`config.mk`:
```
export PLATFORM = sky130hd
export DESIGN_NAME = booth_mul_seq
export DESIGN_NICKNAME = d
export VERILOG_FILES = /design/src/rtl/booth_mul_pkg.sv /design/src/rtl/booth_mul_seq_recoder.sv /design/src/rtl/booth_mul_seq.sv
export SDC_FILE = /design/constraint.sdc
export NUM_CORES = 1
export LEC_CHECK = 0
export CAP_MARGIN = 25
export CORE_ASPECT_RATIO = 1.25
export CORE_MARGIN = 10
export CORE_UTILIZATION = 50
export CTS_BUF_LIST = sky130_fd_sc_hd__clkbuf_2 sky130_fd_sc_hd__clkbuf_4 sky130_fd_sc_hd__clkbuf_8
export CTS_CLUSTER_DIAMETER = 120
export DETAILED_ROUTE_END_ITERATION = 8
export GPL_ROUTABILITY_DRIVEN = 0
export PLACE_DENSITY = 0.74
export SLEW_MARGIN = 30
export SYNTH_ARGS = -nofsm -noshare
export SYNTH_HDL_FRONTEND = slang
export SYNTH_SLANG_ARGS = --single-unit
```
`constraint.sdc`:
```
create_clock -name clk -period 7.3 [get_ports clk]
set_input_delay 0.73 -clock clk [delete_from_list [all_inputs] [get_ports clk]]
set_output_delay 0.73 -clock clk [all_outputs]
set_load 0.01 [all_outputs]
```
`src/rtl/booth_mul_pkg.sv`:
```
// Shared types and helpers for the sequential Booth multiplier.
// Build option: define BOOTH_MUL_RADIX4_EN to select radix-4 recoding (radix-2 otherwise).
package booth_mul_pkg;

    typedef enum logic [1:0] {
        IDLE = 2'd0,
        EXEC = 2'd1,
        DONE = 2'd2
    } state_t;

    typedef enum logic [2:0] {
        NOP  = 3'd0,
        ADD1 = 3'd1,
        SUB1 = 3'd2,
        ADD2 = 3'd3,
        SUB2 = 3'd4
    } recode_op_t;

`ifdef BOOTH_MUL_RADIX4_EN
    localparam bit RADIX4 = 1'b1;
`else
    localparam bit RADIX4 = 1'b0;
`endif

    // Radix-4 looks at {X[1],X[0],x_prev}; radix-2 at {X[0],x_prev}.
    localparam int RECODE_BITS = RADIX4 ? 3 : 2;

    function automatic int booth_num_iter(input int width, input bit radix4);
        return radix4 ? (width + 2) / 2 : width + 2;
    endfunction

endpackage

```
`src/rtl/booth_mul_seq_recoder.sv`:
```
// Combinational Booth digit recoder: turns the recode window into a signed E+1 bit addend.
// Build option: BOOTH_MUL_RADIX4_EN selects the radix-4 digit set {0,+-M,+-2M}.
module booth_recoder
    import booth_mul_pkg::*;
#(
    parameter int E = 10
) (
    input  logic [RECODE_BITS-1:0] bits,
    input  logic [E-1:0]           m,
    output logic [E:0]             addend
);

    recode_op_t op;
    logic [E:0] m1;
    logic [E:0] m2;

    assign m1 = {m[E-1], m};
    assign m2 = {m, 1'b0};

    always_comb begin
        op = NOP;
`ifdef BOOTH_MUL_RADIX4_EN
        case (bits)
            3'b001, 3'b010: op = ADD1;
            3'b011:         op = ADD2;
            3'b100:         op = SUB2;
            3'b101, 3'b110: op = SUB1;
            default:        op = NOP;
        endcase
`else
        case (bits)
            2'b01:   op = ADD1;
            2'b10:   op = SUB1;
            default: op = NOP;
        endcase
`endif
    end

    always_comb begin
        addend = '0;
        case (op)
            ADD1:    addend = m1;
            SUB1:    addend = -m1;
            ADD2:    addend = m2;
            SUB2:    addend = -m2;
            default: addend = '0;
        endcase
    end

endmodule

```
`src/rtl/booth_mul_seq.sv`:
```
// Sequential Booth multiplier with start/busy/done handshake, abort and held result.
// Build option: BOOTH_MUL_RADIX4_EN enables radix-4 recoding (halves the iteration count).
module booth_mul_seq
    import booth_mul_pkg::*;
#(
    parameter int WIDTH = 64
) (
    input  logic                 clk,
    input  logic                 reset,
    input  logic                 op_start,
    input  logic                 op_clear,
    input  logic                 op_signed,
    input  logic [WIDTH-1:0]     multiplicand,
    input  logic [WIDTH-1:0]     multiplier,
    output logic [2*WIDTH-1:0]   result,
    output logic                 busy,
    output logic                 done
);

    localparam int E  = WIDTH + 2;
    localparam int UW = RADIX4 ? E + 1 : E;
    localparam int N  = booth_num_iter(WIDTH, RADIX4);
    localparam int CW = $clog2(E) + 1;
    localparam logic [CW-1:0] LAST = CW'(N - 1);

    state_t                 state;
    logic [UW-1:0]          u;
    logic [E-1:0]           x;
    logic [E-1:0]           m;
    logic                   x_prev;
    logic [CW-1:0]          cnt;

    logic [E-1:0]           a_ext;
    logic [E-1:0]           b_ext;
    logic [RECODE_BITS-1:0] rbits;
    logic [E:0]             addend;
    logic [E:0]             u_w;
    logic [E:0]             sum;
    logic [UW-1:0]          u_nxt;
    logic [E-1:0]           x_nxt;
    logic                   xp_nxt;

    assign a_ext = op_signed ? {{2{multiplicand[WIDTH-1]}}, multiplicand} : {2'b00, multiplicand};
    assign b_ext = op_signed ? {{2{multiplier[WIDTH-1]}}, multiplier}     : {2'b00, multiplier};

`ifdef BOOTH_MUL_RADIX4_EN
    assign rbits  = {x[1:0], x_prev};
    assign u_w    = u;
    assign sum    = u_w + addend;
    assign u_nxt  = {{2{sum[E]}}, sum[E:2]};
    assign x_nxt  = {sum[1:0], x[E-1:2]};
    assign xp_nxt = x[1];
`else
    // Add in E+1 bits so the true sign of the sum feeds the arithmetic shift.
    assign rbits  = {x[0], x_prev};
    assign u_w    = {u[E-1], u};
    assign sum    = u_w + addend;
    assign u_nxt  = {sum[E], sum[E-1:1]};
    assign x_nxt  = {sum[0], x[E-1:1]};
    assign xp_nxt = x[0];
`endif

    booth_recoder #(.E(E)) u_recoder (
        .bits   (rbits),
        .m      (m),
        .addend (addend)
    );

    always_ff @(posedge clk) begin
        if (reset) begin
            state  <= IDLE;
            u      <= '0;
            x      <= '0;
            m      <= '0;
            x_prev <= 1'b0;
            cnt    <= '0;
            result <= '0;
            busy   <= 1'b0;
            done   <= 1'b0;
        end else if (op_clear) begin
            state  <= IDLE;
            cnt    <= '0;
            result <= '0;
            busy   <= 1'b0;
            done   <= 1'b0;
        end else begin
            case (state)
                IDLE: begin
                    done <= 1'b0;
                    if (op_start) begin
                        u      <= '0;
                        x      <= b_ext;
                        m      <= a_ext;
                        x_prev <= 1'b0;
                        cnt    <= '0;
                        busy   <= 1'b1;
                        state  <= EXEC;
                    end
                end
                EXEC: begin
                    u      <= u_nxt;
                    x      <= x_nxt;
                    x_prev <= xp_nxt;
                    cnt    <= cnt + 1'b1;
                    if (cnt == LAST) begin
                        busy  <= 1'b0;
                        state <= DONE;
                    end
                end
                DONE: begin
                    // Product lives in {U,X}; only the low 2*WIDTH bits are meaningful.
                    result <= {u[WIDTH-3:0], x};
                    done   <= 1'b1;
                    state  <= IDLE;
                end
                default: state <= IDLE;
            endcase
        end
    end

endmodule

```
# == After elaboration in Yosys (flattened, before gate mapping) ==
# Index checks and enable logic that the tools add are counted.
# word_totals
register_bits,339
input_bits,133
output_inout_bits,130
elab_cells,53
# classes
n_addsub,4
n_eq_ne,11
n_mux,19
n_bitwise,1
reduce_logical,9
# op_table
operator,count
case mux 67 bit (4 select lines),1
2-to-1 mux 66 bit,4
case mux 66 bit (2 select lines),2
negator 67 bit,2
adder 67 bit,1
case mux 8 bit (2 select lines),1
AND reduction 3 bit,3
"adder 8 x 1 -> 8 bit, second input constant",1
"equality test 2 bit, second input constant",4
"equality test 8 x 7 -> 1 bit, second input constant",1
2-to-1 mux 8 bit,1
case mux 2 bit (2 select lines),2
"equality test 2 x 1 -> 1 bit, second input constant",3
case mux 1 bit (2 select lines),3
2-to-1 mux 2 bit,2
"inequality test 2 bit, second input constant",2
AND reduction 2 bit,2
nonzero test 2 bit,2
"equality test 2 x 3 -> 1 bit, second input constant",1
2-to-1 mux 1 bit,3
zero test 2 bit,1
OR reduction 2 bit,1
NOT 1 bit,1

# == Depth between registers and ports, before layout ==
# depth
depth_word,6
depth_mapped,24
ltp_nobuf,23

# == Hierarchy ==
# Synthesis repeated with hierarchy kept, for this count alone.
# hier_totals
cells_unflattened,2523
area_unflattened_um2,18761.7
# modules_own_cells
mod,n_inst,cells_each,area_each_um2,seq_area_each_um2
booth_mul_seq,1,2070,16031.6,6766.5
booth_recoder,1,453,2730.1,0.0

# == Worst setup path after synthesis ==
# OpenSTA, ideal clock, no wires.
# synth_path
kind,register to register
from,reg m[0]
to,reg u[62]
setup_time_ns,0.079
arrival_time_ns,5.160
required_ns,7.221
path_slack_ns,2.061
stages_incl_launch_ff,23
n_path_buf,1
period_less_slack_ns,5.239
cell_sequence,dfxtp_1 > inv_1 > ha_1 > or3b_2 > nor4_4 > nand4_1 > or3_1 > or3_1 > xor2_1 > a22oi_1 > nor2_1 > ha_1 > clkbuf_1 > nand2_1 > or3_1 > or4_1 > a211oi_1 > nor3_1 > o41ai_2 > o21ai_1 > o21ai_0 > nand4b_1 > o211ai_1
# synth_between
elab_chain_len,4
# synth_rtl
item,line,rtl
"start, declared",booth_mul_seq.sv:29,logic [E-1:0] m;
"start signal, assigned",booth_mul_seq.sv:93,m <= a_ext;
negator 67 bit (on tied branches),"booth_mul_seq_recoder.sv:43, booth_mul_seq_recoder.sv:45",
case mux 67 bit (4 select lines) (*),booth_mul_seq_recoder.sv:41,case (op)
adder 67 bit (*),booth_mul_seq.sv:57,assign sum = u_w + addend;
case mux 66 bit (2 select lines) (*),booth_mul_seq.sv:87,case (state)
"end signal, assigned",booth_mul_seq.sv:101,u <= u_nxt;
"end, declared",booth_mul_seq.sv:27,logic [UW-1:0] u;
# Every way passes the cells marked *; elsewhere a longest branch is shown, timed or not.
# A chain may end at the register's enable or synchronous reset.

# == Worst setup path after layout ==
# Ends and elaborated chain as after synthesis.

==> run_results.csv <==
group,metric,value,unit
clock_network,cts_repair_resize_count,0,
global_route,grt_util_met3,0.0344,
drt,wirelength,57300,um
floorplanning,core-area,36500,um^2
sta,slew_viol_final,0,
clock_network,clock_path_buffers,3,
synth,synth_fp_nets,2790,
power,switchingPower,1.07,mW
drt,drt_iter0_drc,1631,
synth,ys_async_sr_fraction,0,
worst_setup_path,cp_data_arrival_time,6.63,ns
sta,tns,0,ns
power,p_leak,8.29,nW
sta,worstMarginPinSlew,0.905,ns
clock_network,htreeDepth,2,
synth,synth.most_common_cell,"nand2_1",
sta,layout_min_cycle_time,6.10,ns
power,p_per_area,182,nW/um^2
global_route,antenna_found_initial,1,
global_route,met1_usage,0.322,
status,status,"completed",
drt,post_drt_wl_per_cell,17.7,um
worst_setup_path,crit_required,7.83,ns
clock_network,postCtsSetupRepairBufs,0,
synth,synth.top_cell.area_share,0.363,
clock_network,clock-sinks,338,
power,combPwrFrac,0.109,
drt,drc,0,
floorplanning,initial_core_util,0.510,
worst_setup_path,startpoint_type,"flop",
sta,holdWs,0.452,ns
drt,drtAntennaViolNets,0,
floorplanning,rows,78,
synth,synth_seq_cells,338,
worst_setup_path,crit_path_end_kind,"flop",
placed_design,io_buffers,262,
synth,syn_inst,2584,
finish,drive_gt1_frac,0.0561,
global_route,grt_max_degree,94,
sta,setup_viol,0,
synth,ys_seq_area_frac,0.363,
synth,ys_top_cells_by_area,"dfxtp_1, nand2_1, a21oi_1",
power,peakVddDrop,0.140,mV
synth,yosysWarnings,0,
clock_network,clock-root-buffer,"clkbuf_8",
sta,max_freq,0.164,GHz
synth,synth_area_per_cell,7.21,um^2
global_route,first_global_vias,17454,
drt,vias_per_cell,5.87,
synth,synth-edff-count,0,
global_route,overflow,0,
floorplanning,die_w,193,um
clock_network,postCtsHoldBufs,0,
worst_hold_path,hold_class,"flop to flop",
sta,rsz0062_at_grt,"no",
worst_setup_path,critPathKind,"flop to flop",
clock_network,clkTransAtPathRegs,0.07,ns
worst_setup_path,crit_path_max_fanout,8,
power,clkPwrFrac,0.415,
finish,syn_to_final_growth,20.7,%
clock_network,insertion_delay,0.61,ns
global_route,grt-busiest-layer,"met2",
worst_hold_path,hold_path_depth,2,
clock_network,cts_tree,"done",
floorplanning,io_pins,263,
power,power.share.sequential,0.476,
global_route,grt_pass1_wl,90400,um
flow_run,cap_violations,0,
global_route,grt_use_total,0.238,
synth,synthTopCellsByCount,"nand2_1, a21oi_1, dfxtp_1, nor2_1, clkbuf_1",
finish,finalNetCount,2929,
sta,skew,0.0163,ns
clock_network,cts_made_buffers,52,
power,p_int,3.02,mW
drt,first_pass_iters,8,
global_route,grtUsageMet2,0.378,
synth,synth_top_cell_by_area,"dfxtp_1",
placed_design,dpl.hpwl,41400,um
sta,hold_violations,0,
floorplanning,die_y,236,um
synth,ys_types,73,
finish,num-fill-cells,3405,
sta,slew_headroom,0.391,
synth,ys.flop_type,"dfxtp_1",
floorplanning,die-area,45400,um^2
sta,fin_crit_sh,0.835,
drt,dr_total_vias,19033,
power,swShare,0.261,
worst_setup_path,reg2reg_depth,21,
synth,synth_area,18600,um^2
[critical path: stages, from the launching register on]
cell	delay, ns
dfxtp_1	0.34
inv_1	0.11
ha_1	0.22
or3b_2	0.52
nor4_4	0.36
nand4_1	0.39
or3_1	0.44
or3_1	0.33
xor2_1	0.15
a22oi_1	0.19
nor2_1	0.08
ha_1	0.43
nand2_1	0.11
or3_1	0.37
or4_1	0.43
a211oi_1	0.25
nor3_1	0.16
o41ai_2	0.41
o21ai_1	0.21
o21ai_0	0.27
nand4b_1	0.13
o211ai_1	0.09
[state kept, by name, indices dropped and copies added (netlist names)]
| signal | count |
|---|---|
| state | 2 |
| busy | 1 |
| done | 1 |
| u | 66 |
| x | 66 |
| cnt | 8 |
| x_prev | 1 |
| result | 128 |
| m | 65 |
[per-stage QoR]
step / worst slack, ns / utilization / power, mW / cells / area, um^2
after detailed placement: 1.38 / 0.584 / 2.42 / 3149 / 21300
final: 1.20 / 0.616 / 4.09 / 3242 / 22500
after CTS: 1.33 / 0.615 / 4.12 / 3241 / 22500
after floorplan: 2.06 / - / 2.26 / 2584 / 18600
after global routing: 0.815 / 0.616 / 4.25 / 3242 / 22500
after global placement: 1.54 / 0.583 / 2.41 / 3148 / 21300
[power groups by stage]
stage	Clock, mW	Sequential, mW	Combinational [mW]
2_1_floorplan	0	1.96	0.296
3_3_place_gp	0	1.98	0.430
3_5_place_dp	0	1.98	0.438
4_1_cts	1.74	1.94	0.442
5_1_grt	1.81	1.95	0.491
6_report	1.70	1.94	0.446
[final cells by class]
type	count	area, um^2	share of cell area
multi-input cells	2012	11000	0.491
flip-flops and latches	338	6770	0.301
repair buffers	281	2780	0.124
clock buffers	84	1090	0.0487
well taps	480	601	0.0267
inverters	38	143	0.00635
clock inverters	8	55.1	0.00245
diodes	1	2.50	0.000111
[metal layers]
layer  part of all wire  vias up
li1                   -     9314
met1               0.44     8768
met2               0.46      846
met3              0.084      105
met4              0.025        0
met5                  0        -
[cell usage in the layout (no fill, tap or decap), types with 29 or more instances in the layout]
cell type	count
a21o_1	54
nor3_1	59
a21oi_1	343
inv_1	37
o21ai_0	101
dfxtp_1	338
xnor2_1	41
nand2_1	662
nor2_1	236
a22oi_1	42
a311oi_1	64
nand4_1	29
clkdlybuf4s50_1	261
clkbuf_8	74
ha_1	70
[cell families (layout without fill, tap and decap cells)]
logic type      Yosys count  count (layout)  share of synthesized area
compound gates          744             744                      0.247
flops                   338             338                      0.363
fa+ha+maj                73              73                     0.0495
xor+xnor                 67              67                     0.0315
buf+inv                 234             411                     0.0473
mux                       7               7                    0.00397
other cells               0               1                          0
simple gates           1121            1121                      0.257
[worst paths after layout]
kind / from / to / slack (ns)
hold reg to reg: result[98]$_SDFFE_PP0P_ / result[98]$_SDFFE_PP0P_ / 0.45
hold / removal: result[98]$_SDFFE_PP0P_ / result[98]$_SDFFE_PP0P_ / 0.45
setup / recovery: m[0]$_SDFFE_PP0P_ / u[62]$_SDFFE_PP0P_ / 1.20
setup reg to reg: m[0]$_SDFFE_PP0P_ / u[62]$_SDFFE_PP0P_ / 1.20
(Power assumes the default switching activity.)
